===== src/rtl/alu_pkg.sv =====
// Shared definitions for the integer execute units: MDU op codes, MDU FSM states
// and the op-decode helpers used by both the iterative core and its sign fix.
package alu_pkg;

    typedef enum logic [2:0] {
        OP_MUL    = 3'd0,
        OP_MULH   = 3'd1,
        OP_MULHSU = 3'd2,
        OP_MULHU  = 3'd3,
        OP_DIV    = 3'd4,
        OP_DIVU   = 3'd5,
        OP_REM    = 3'd6,
        OP_REMU   = 3'd7
    } mdu_op_e;

    typedef enum logic [1:0] {
        IDLE = 2'd0,
        CALC = 2'd1,
        DONE = 2'd2
    } mdu_state_e;

    function automatic logic is_div(input mdu_op_e op);
        return op[2];
    endfunction

    function automatic logic is_rem(input mdu_op_e op);
        return (op == OP_REM) || (op == OP_REMU);
    endfunction

    // rs1 is treated as signed by every op except the fully unsigned ones
    function automatic logic is_signed1(input mdu_op_e op);
        return (op == OP_MUL) || (op == OP_MULH) || (op == OP_MULHSU) ||
               (op == OP_DIV) || (op == OP_REM);
    endfunction

    function automatic logic is_signed2(input mdu_op_e op);
        return (op == OP_MUL) || (op == OP_MULH) || (op == OP_DIV) || (op == OP_REM);
    endfunction

    function automatic logic returns_high(input mdu_op_e op);
        return (op == OP_MULH) || (op == OP_MULHSU) || (op == OP_MULHU);
    endfunction

endpackage


===== src/rtl/mdu_sign_fix.sv =====
// Combinational sign handling around the unsigned iterative core: operand
// magnitudes on the way in, two's-complement result correction on the way out.
module mdu_sign_fix
    import alu_pkg::*;
#(
    parameter int INPUT_WIDTH = 32
) (
    input  mdu_op_e                      i_op,
    input  logic [INPUT_WIDTH-1:0]       i_op1,
    input  logic [INPUT_WIDTH-1:0]       i_op2,
    output logic                         o_sign1,
    output logic                         o_sign2,
    output logic [INPUT_WIDTH-1:0]       o_mag1,
    output logic [INPUT_WIDTH-1:0]       o_mag2,
    input  mdu_op_e                      i_res_op,
    input  logic                         i_res_sign1,
    input  logic                         i_res_sign2,
    input  logic [2*INPUT_WIDTH-1:0]     i_core,
    output logic [INPUT_WIDTH-1:0]       o_result
);
    localparam int W = INPUT_WIDTH;

    logic [2*W-1:0] w_prod;
    logic [W-1:0]   w_quot;
    logic [W-1:0]   w_rem;
    logic           w_neg;

    // Most-negative maps onto itself, which read as unsigned is the true magnitude
    assign o_sign1 = i_op1[W-1] & is_signed1(i_op);
    assign o_sign2 = i_op2[W-1] & is_signed2(i_op);
    assign o_mag1  = o_sign1 ? (~i_op1 + 1'b1) : i_op1;
    assign o_mag2  = o_sign2 ? (~i_op2 + 1'b1) : i_op2;

    assign w_neg  = i_res_sign1 ^ i_res_sign2;
    assign w_prod = w_neg ? (~i_core + 1'b1) : i_core;
    assign w_quot = i_core[W-1:0];
    assign w_rem  = i_core[2*W-1:W];

    always_comb begin
        o_result = '0;
        if (!is_div(i_res_op)) begin
            o_result = returns_high(i_res_op) ? w_prod[2*W-1:W] : w_prod[W-1:0];
        end else if (is_rem(i_res_op)) begin
            o_result = i_res_sign1 ? (~w_rem + 1'b1) : w_rem;
        end else begin
            o_result = w_neg ? (~w_quot + 1'b1) : w_quot;
        end
    end

endmodule


===== src/rtl/alu_mdu.sv =====
// Iterative RV32M multiply/divide unit: one bit per cycle shift-add multiply and
// restoring divide on magnitudes, with a start/busy/done handshake.
module alu_mdu
    import alu_pkg::*;
#(
    parameter int INPUT_WIDTH   = 32,
    parameter int CONTROL_WIDTH = 3
) (
    input  logic                     clk,
    input  logic                     rst_n,
    input  logic                     start,
    input  logic [CONTROL_WIDTH-1:0] MDUctrl,
    input  logic [INPUT_WIDTH-1:0]   MDUop1,
    input  logic [INPUT_WIDTH-1:0]   MDUop2,
    output logic                     busy,
    output logic                     done,
    output logic [INPUT_WIDTH-1:0]   MDUout
);
    localparam int W     = INPUT_WIDTH;
    localparam int CNT_W = $clog2(INPUT_WIDTH + 1);

    mdu_state_e       r_state, w_state_nxt;
    mdu_op_e          r_op;
    logic             r_sign1, r_sign2, r_fast;
    logic [W-1:0]     r_addend, r_fast_res, r_out;
    logic [2*W:0]     r_acc;
    logic [CNT_W-1:0] r_cnt;

    mdu_op_e          w_op;
    logic             w_sign1, w_sign2;
    logic [W-1:0]     w_mag1, w_mag2, w_result, w_fast_res;
    logic             w_div0, w_ovf, w_fast, w_accept, w_calc_end;
    logic [W:0]       w_sum, w_trial;
    logic [2*W:0]     w_mul_nxt, w_shl, w_div_nxt;

    assign w_op = mdu_op_e'(MDUctrl[2:0]);

    mdu_sign_fix #(.INPUT_WIDTH(W)) u_sign_fix (
        .i_op        (w_op),
        .i_op1       (MDUop1),
        .i_op2       (MDUop2),
        .o_sign1     (w_sign1),
        .o_sign2     (w_sign2),
        .o_mag1      (w_mag1),
        .o_mag2      (w_mag2),
        .i_res_op    (r_op),
        .i_res_sign1 (r_sign1),
        .i_res_sign2 (r_sign2),
        .i_core      (r_acc[2*W-1:0]),
        .o_result    (w_result)
    );

    // Special divide cases are resolved at accept and never iterate
    assign w_div0 = (MDUop2 == '0);
    assign w_ovf  = ((w_op == OP_DIV) || (w_op == OP_REM)) &&
                    (MDUop1 == {1'b1, {(W-1){1'b0}}}) && (MDUop2 == '1);
    assign w_fast = is_div(w_op) && (w_div0 || w_ovf);

    always_comb begin
        if (!is_rem(w_op)) w_fast_res = w_div0 ? '1 : MDUop1;
        else               w_fast_res = w_div0 ? MDUop1 : '0;
    end

    assign w_accept   = (r_state == IDLE) && start;
    assign w_calc_end = r_fast || (r_cnt == CNT_W'(W));

    // Multiply: low half holds the multiplier, high half accumulates, shift right
    assign w_sum     = r_acc[2*W:W] + {1'b0, (r_acc[0] ? r_addend : {W{1'b0}})};
    assign w_mul_nxt = {1'b0, w_sum, r_acc[W-1:1]};

    // Divide: shift left, trial-subtract divisor from the partial remainder
    assign w_shl     = {r_acc[2*W-1:0], 1'b0};
    assign w_trial   = w_shl[2*W:W] - {1'b0, r_addend};
    assign w_div_nxt = w_trial[W] ? w_shl : {w_trial, w_shl[W-1:1], 1'b1};

    always_ff @(posedge clk or negedge rst_n) begin
        if (!rst_n) r_state <= IDLE;
        else        r_state <= w_state_nxt;
    end

    always_comb begin
        w_state_nxt = r_state;
        busy        = 1'b0;
        done        = 1'b0;
        case (r_state)
            IDLE: if (start) w_state_nxt = CALC;
            CALC: begin
                busy = 1'b1;
                if (w_calc_end) w_state_nxt = DONE;
            end
            DONE: begin
                busy        = 1'b1;
                done        = 1'b1;
                w_state_nxt = IDLE;
            end
            default: w_state_nxt = IDLE;
        endcase
    end

    always_ff @(posedge clk or negedge rst_n) begin
        if (!rst_n) begin
            r_op       <= OP_MUL;
            r_sign1    <= 1'b0;
            r_sign2    <= 1'b0;
            r_fast     <= 1'b0;
            r_addend   <= '0;
            r_fast_res <= '0;
            r_out      <= '0;
            r_acc      <= '0;
            r_cnt      <= '0;
        end else if (w_accept) begin
            r_op       <= w_op;
            r_sign1    <= w_sign1;
            r_sign2    <= w_sign2;
            r_fast     <= w_fast;
            r_fast_res <= w_fast_res;
            r_cnt      <= '0;
            if (is_div(w_op)) begin
                r_acc    <= {{(W+1){1'b0}}, w_mag1};
                r_addend <= w_mag2;
            end else begin
                r_acc    <= {{(W+1){1'b0}}, w_mag2};
                r_addend <= w_mag1;
            end
        end else if (r_state == CALC) begin
            if (w_calc_end) begin
                r_out <= r_fast ? r_fast_res : w_result;
            end else begin
                r_acc <= is_div(r_op) ? w_div_nxt : w_mul_nxt;
                r_cnt <= r_cnt + 1'b1;
            end
        end
    end

    assign MDUout = r_out;

endmodule


===== config.mk =====
export PLATFORM = sky130hd
export DESIGN_NAME = alu_mdu
export DESIGN_NICKNAME = d
export VERILOG_FILES = /design/src/rtl/alu_pkg.sv /design/src/rtl/mdu_sign_fix.sv /design/src/rtl/alu_mdu.sv
export SDC_FILE = /design/constraint.sdc
export NUM_CORES = 1
export LEC_CHECK = 0
export CAP_MARGIN = 40
export CORE_UTILIZATION = 65
export CTS_BUF_LIST = sky130_fd_sc_hd__clkbuf_8
export CTS_CLUSTER_SIZE = 14
export DETAILED_ROUTE_END_ITERATION = 6
export GPL_ROUTABILITY_DRIVEN = 0
export PLACE_DENSITY = 0.86
export SLEW_MARGIN = 5
export SYNTH_ARGS = -nofsm -noshare
export SYNTH_HDL_FRONTEND = slang
export SYNTH_HIERARCHICAL = 1
export SYNTH_SLANG_ARGS = --single-unit

===== constraint.sdc =====
create_clock -name clk -period 12.88 [get_ports clk]
set_input_delay 1.932 -clock clk [delete_from_list [all_inputs] [get_ports clk]]
set_output_delay 1.932 -clock clk [all_outputs]
set_load 0.03 [all_outputs]

After elaboration in Yosys (flattened, before gate mapping)
Cells that the tools add are included.
{"block": "word_totals", "reg_bits": 175, "inputBits": 70, "out_inout_bits": 34, "wordCells": 98}
{"block": "op_classes", "addsub": 8, "n_eq_ne": 18, "n_mux": 28, "bitwise_logic": 9, "reduce_logical": 25}
{"operator": "32-bit two-way mux", "n": 14}
{"operator": "65-bit two-way mux", "n": 5}
{"operator": "32-bit by 1-bit adder with 32-bit output, second input constant", "n": 4}
{"operator": "32-bit inverter", "n": 4}
{"operator": "64-bit by 1-bit adder with 64-bit output, second input constant", "n": 1}
{"operator": "32-bit equality test, second input constant", "n": 2}
{"operator": "64-bit two-way mux", "n": 1}
{"operator": "64-bit inverter", "n": 1}
{"operator": "33-bit by 32-bit adder with 33-bit output", "n": 1}
{"operator": "33-bit by 32-bit subtractor with 33-bit output", "n": 1}
{"operator": "32-bit zero test", "n": 1}
{"operator": "6-bit two-way mux", "n": 3}
{"operator": "3-bit equality test, second input constant", "n": 5}
{"operator": "1-bit logical OR", "n": 13}
{"operator": "3-bit by 2-bit equality test with 1-bit output, second input constant", "n": 3}
{"operator": "6-bit by 1-bit adder with 6-bit output, second input constant", "n": 1}
{"operator": "3-bit by 1-bit equality test with 1-bit output, second input constant", "n": 2}
{"operator": "6-bit equality test, second input constant", "n": 1}
{"operator": "2-bit inequality test, second input constant", "n": 3}
{"operator": "1-bit logical AND", "n": 4}
{"operator": "2-bit two-way mux", "n": 2}
{"operator": "2-bit one-hot mux with 2 select lines", "n": 1}
{"operator": "2-bit AND reduction", "n": 2}
{"operator": "3-bit zero test", "n": 1}
{"operator": "10 further kinds", "n": 12}

Longest topological paths before layout
{"block": "logic_depth", "ltp_word": 9, "depth_mapped": 19, "mapped_depth_nobuf": 19}

Cells and area by module
The synthesis kept the hierarchy.
{"module": "alu_mdu", "instances": 1, "cells_per_inst": 1445, "area_per_inst_um2": 12469.5, "seq_area_each_um2": 4379.2}
{"module": "mdu_sign_fix", "instances": 1, "cells_per_inst": 669, "area_per_inst_um2": 4210.3, "seq_area_each_um2": 0.0}

Worst setup path after synthesis
No wires, ideal clock.
{"block": "synth_timing", "path_kind": "input-to-reg", "from": "in MDUop1[6]", "to": "reg r_acc[30]", "setup_ps": 137, "t_arrival_ps": 4010, "required_ps": 12743, "slack_ps": 8733, "path_stages": 8, "path_buffers": 0, "path_cell_list": "or4_4 or4_4 or4_4 nor2_4 a21oi_1 xor2_1 mux2i_1 a21oi_1"}
{"block": "synth_via", "elab_chain_len": 5}
{"element": "start, declared", "line": "alu_mdu.sv:13", "rtl": "input logic [INPUT_WIDTH-1:0] MDUop1,"}
{"element": "32-bit inverter", "line": "mdu_sign_fix.sv:31", "rtl": "assign o_mag1 = o_sign1 ? (~i_op1 + 1'b1) : i_op1;"}
{"element": "32-bit by 1-bit adder with 32-bit output", "line": "mdu_sign_fix.sv:31"}
{"element": "32-bit two-way mux", "line": "mdu_sign_fix.sv:31"}
{"element": "net w_mag1[30]", "line": "alu_mdu.sv:31", "rtl": "logic [W-1:0] w_mag1, w_mag2, w_result, w_fast_res;"}
{"element": "32-bit two-way mux", "line": "alu_mdu.sv:118", "rtl": "if (is_div(w_op)) begin"}
{"element": "65-bit two-way mux", "line": "alu_mdu.sv:111", "rtl": "end else if (w_accept) begin"}
{"element": "end signal, assigned", "line": "alu_mdu.sv:119", "rtl": "r_acc <= {{(W+1){1'b0}}, w_mag1};"}
{"element": "end signal, assigned", "line": "alu_mdu.sv:122", "rtl": "r_acc <= {{(W+1){1'b0}}, w_mag2};"}
{"element": "end signal, assigned", "line": "alu_mdu.sv:129", "rtl": "r_acc <= is_div(r_op) ? w_div_nxt : w_mul_nxt;"}
{"element": "end, declared", "line": "alu_mdu.sv:26", "rtl": "logic [2*W:0] r_acc;"}
The timed path passes the listed nets, and every way through them passes these cells.
A chain may end at the register's enable or synchronous reset.

Final worst setup path
{"block": "layout_timing", "from": "reg r_acc[40]", "to": "reg r_acc[62]"}
{"block": "layout_via", "elab_chain_len": 6, "word_cells_on_any_way": 7, "cone_classes": "add/sub: 2; mux: 5"}
{"element": "33-bit by 32-bit subtractor with 33-bit output", "line": "alu_mdu.sv:73", "rtl": "assign w_trial = w_shl[2*W:W] - {1'b0, r_addend};"}
{"element": "65-bit two-way mux", "line": "alu_mdu.sv:74", "rtl": "assign w_div_nxt = w_trial[W] ? w_shl : {w_trial, w_shl[W-1:1], 1'b1};"}
{"element": "65-bit two-way mux *", "line": "alu_mdu.sv:129"}
{"element": "65-bit two-way mux *", "line": "alu_mdu.sv:126", "rtl": "if (w_calc_end) begin"}
{"element": "65-bit two-way mux *", "line": "alu_mdu.sv:125", "rtl": "end else if (r_state == CALC) begin"}
{"element": "65-bit two-way mux *", "line": "alu_mdu.sv:111"}
Mark *: on every way between the ends. The rest lies on a longest branch, timed or not. The select of a mux whose other input is x is not followed.

==> flow_summary_export.csv <==
group,metric,value,unit
drt,vias,17520,
pwr,p_int,2172,uW
logic_synthesis,ys_seq_elements,175,
clock_network,ctsLongestPathBuffers,2,
pwr,clkPwrFrac,8.3,%
logic_synthesis,yosysWarnings,6,
logic_synthesis,synth.top_cell.area_share,26.25,%
sta,relSlewSlack,30.39,%
logic_synthesis,synthCells,2114,
sta,final_hold_viol_count,0,
placement,place.port_buffers,103,
worst_setup_path,crit_path_end_kind,"flop",
placement,place_area,17870,sq um
pwr,combPwrFrac,67.1,%
final_layout,drive_gt1_share,5.107,%
pwr,total_power,4817,uW
sta,min_period,5.204,ns
worst_setup_path,cp_max_fo,39,
final_layout,area_growth,9.752,%
clock_network,htreeDepth,4,
sta,fmax,192.1,MHz
placement,dpl.hpwl,41.52,mm
logic_synthesis,dominantRegCellSynth,"dfrtp_1",
floorplan,die_h,162.2,um
final_layout,final_nets,2289,
floorplan,core_region_area,25180,sq um
clock_network,cts_inserted_buffers,17,
final_layout,layout.cells.non_filler,2484,
worst_setup_path,path_cells,"ha_1, a21oi_1, o21ai_1, a2111oi_4, a21oi_1, a41o_1, a221o_1, a21o_1, a21oi_1, o21bai_1, ha_1, buf_4, clkinv_1, a31oi_1, o21ai_0, a221o_1, a21oi_1, nand3_1",
clock_network,post_cts_resized,0,
worst_setup_path,crit_path_top_delay_cell,"dfrtp_1",
grt,grtUsageMet1,55.89,%
worst_setup_path,crit_path_start,"r_acc[40]",
status,violations,"design-rule violations",
worst_setup_path,arrival,5.61,ns
drt,detail-route-antenna-nets,0,
logic_synthesis,synthTopCellsByArea,"dfrtp_1, mux2i_1, ha_1, a21oi_1, o21ai_0",
logic_synthesis,syn-num-nets,2262,
worst_setup_path,rrSetupSlack,7.68,ns
sta,hold_ws,0.4894,ns
placement,place_inst,2451,
clock_network,cts_root_buffer,"clkbuf_8",
grt,grt_pass1_wl,86.80,mm
logic_synthesis,async_flop_share,100.0,%
grt,grtUsageTotal,42.42,%
final_layout,nFillCells,1979,
sta,drv_slew,0,
sta,setup_viol,0,
drt,firstDrtPassIters,7,
pwr,switching_share,54.90,%
flow_run,cap_viol_max_count,0,
worst_setup_path,crit-reg2reg-launch,"r_acc[40]",
clock_network,post_cts_buffers,0,
grt,grt_pass1_vias,15840,
logic_synthesis,synth.avg_cell_area,7.890,sq um
clock_network,cts_hold_buf,0,
drt,drt-total-wl,55.60,mm
worst_hold_path,hold_class,"reg -> reg",
grt,grt_max_degree,75,
drt,drc,20,
pwr,power.density,263.1,nW/um^2
pwr,p_leak,0.007691,uW
floorplan,start_util,66.24,%
logic_synthesis,synth.cell_area,16680,sq um
final_layout,n_antenna_cell,0,
final_layout,multi_input_area,11590,sq um
sta,clock_skew,0.02316,ns
final_layout,finalInstanceArea,18310,sq um
pwr,ir_drop,0.2452,mV
clock_network,clock_latency,0.51,ns
worst_setup_path,cp-start-kind,"flop",
pwr,p_sw,2644,uW
final_layout,final_cell_mix,"nand2_1, a21oi_1, o21ai_0",
status,status,"finished, violations left",
final_layout,final_common_cell,"nand2_1",
grt,grt_overflow,0,
clock_network,cts_tree,"done",
grt,grt_antenna_before_repair,0,
floorplan,io_pins,104,
floorplan,row_count,58,
drt,drt-initial-drc-count,3016,
pwr,seqPwrFrac,24.5,%
worst_setup_path,cpMostUsedCell,"a21oi_1",
final_layout,regArea,4384,sq um
clock_network,clock-sinks,175,
sta,tightestPinTransition,1.035,ns
worst_setup_path,crit_type,"reg -> reg",
sta,period_share,40.41,%
logic_synthesis,synth_edf_count,0,
floorplan,die_w,162.2,um
grt,globalRouteMet3Util,10.88,%
floorplan,die_area,26310,sq um
logic_synthesis,ys_seq_area_share,26.25,%
worst_hold_path,hp-start,"MDUout[26]",
drt,viasPerCell,7.055,
sta,tns,0,ns
sta,grt_setup_unrepaired,"no",
worst_setup_path,crit_required,13.28,ns
drt,wl_per_cell,22.38,um
grt,grt_use_met2,62.93,%
worst_setup_path,max_stage_delay,0.60,ns
logic_synthesis,synth.distinct_cells,95,
logic_synthesis,yosysTopAreaCell,"dfrtp_1",
grt,grt_busiest_layer,"met2",
clock_network,clk_pin_slew_worst_paths,0.12,ns
[kinds of logic after synthesis]
kind of cell               Yosys count  share of synthesized area [%]
DFF                                175                          26.25
xor gates and xnor gates           160                          8.402
AOI/OAI and AO/OA                  632                          24.07
buffers and inverters              188                          4.366
and+or+nand+nor                    728                          21.76
muxes                              153                          9.204
adders and majority gates           78                          5.941
[sequential cells by signal (all words and copies together) (netlist names)]
register / flops
r_state: 2
r_acc: 65
r_addend: 32
r_sign1: 1
r_fast: 1
r_sign2: 1
r_cnt: 6
r_fast_res: 32
MDUout: 32
r_op: 3
[power by group through the flow]
stage	sequential, uW	combinational (uW)	clock (uW)
floorplan	1060	2260	0
global placement	1150	3010	0
detailed placement	1160	3100	0
CTS	1150	3120	401
global route	1200	3460	422
finish	1180	3230	401
[cells in the mapped netlist, drive strengths merged, types with 12 or more instances]
cell type and n:
and3 13, or3 24, clkbuf 100, a21oi 185, nand4 27, nor4 34, a211oi 43, ha 76
xnor2 82, a31oi 28, o21a 12, and2 41, a21o 22, a22oi 15, nor3 64, o21ai 189
nand3 35, inv 66, xor2 78, o31ai 17, nor2 173, buf 19, dfrtp 175, nand2b 29
nand2 224, o211ai 32, mux2i 150, or4 20
[final cells by class]
cell class	instances	share of cell area, %
clock buffer	17	1.278
clock inverter	15	0.9432
inverter	69	1.415
multi-input combinational	1751	63.33
sequential	175	23.95
tap	330	2.255
timing repair buffer	127	6.828
[path summary, 6_finish.rpt]
check | cells after the start | endpoint
max | 18 | r_acc[62]
min | 2 | MDUout[26]
max reg2reg | 18 | r_acc[62]
min reg2reg | 2 | MDUout[26]
max in group asynchronous | 3 | r_op[2]
min in group asynchronous | 1 | r_acc[59]
[through the flow]
| step | utilization, % | worst slack (ns) |
|---|---|---|
| global route | 72.70 | 7.411 |
| CTS | 72.59 | 7.819 |
| finish | 72.70 | 7.676 |
| floorplan | - | 8.733 |
| detailed placement | 70.97 | 7.851 |
| global placement | 70.83 | 8.026 |
[layer usage]
metal	wire (um)	vias up	part of all wire, %
met2	23720	1206	43
li1	-	7785	-
met3	6777	258	12
met5	0	-	0
met1	21330	8275	38
met4	3782	0	6.8
[critical path, delay by kind of cell (launching register included)]
kind                       cells  cell delay [ns]
buffers and inverters          2             0.88
DFF                            1             0.60
AOI/OAI and AO/OA             13             2.85
adders and majority gates      2             0.66
and+or+nand+nor                1             0.10
Power figures use the tool's default switching activity.
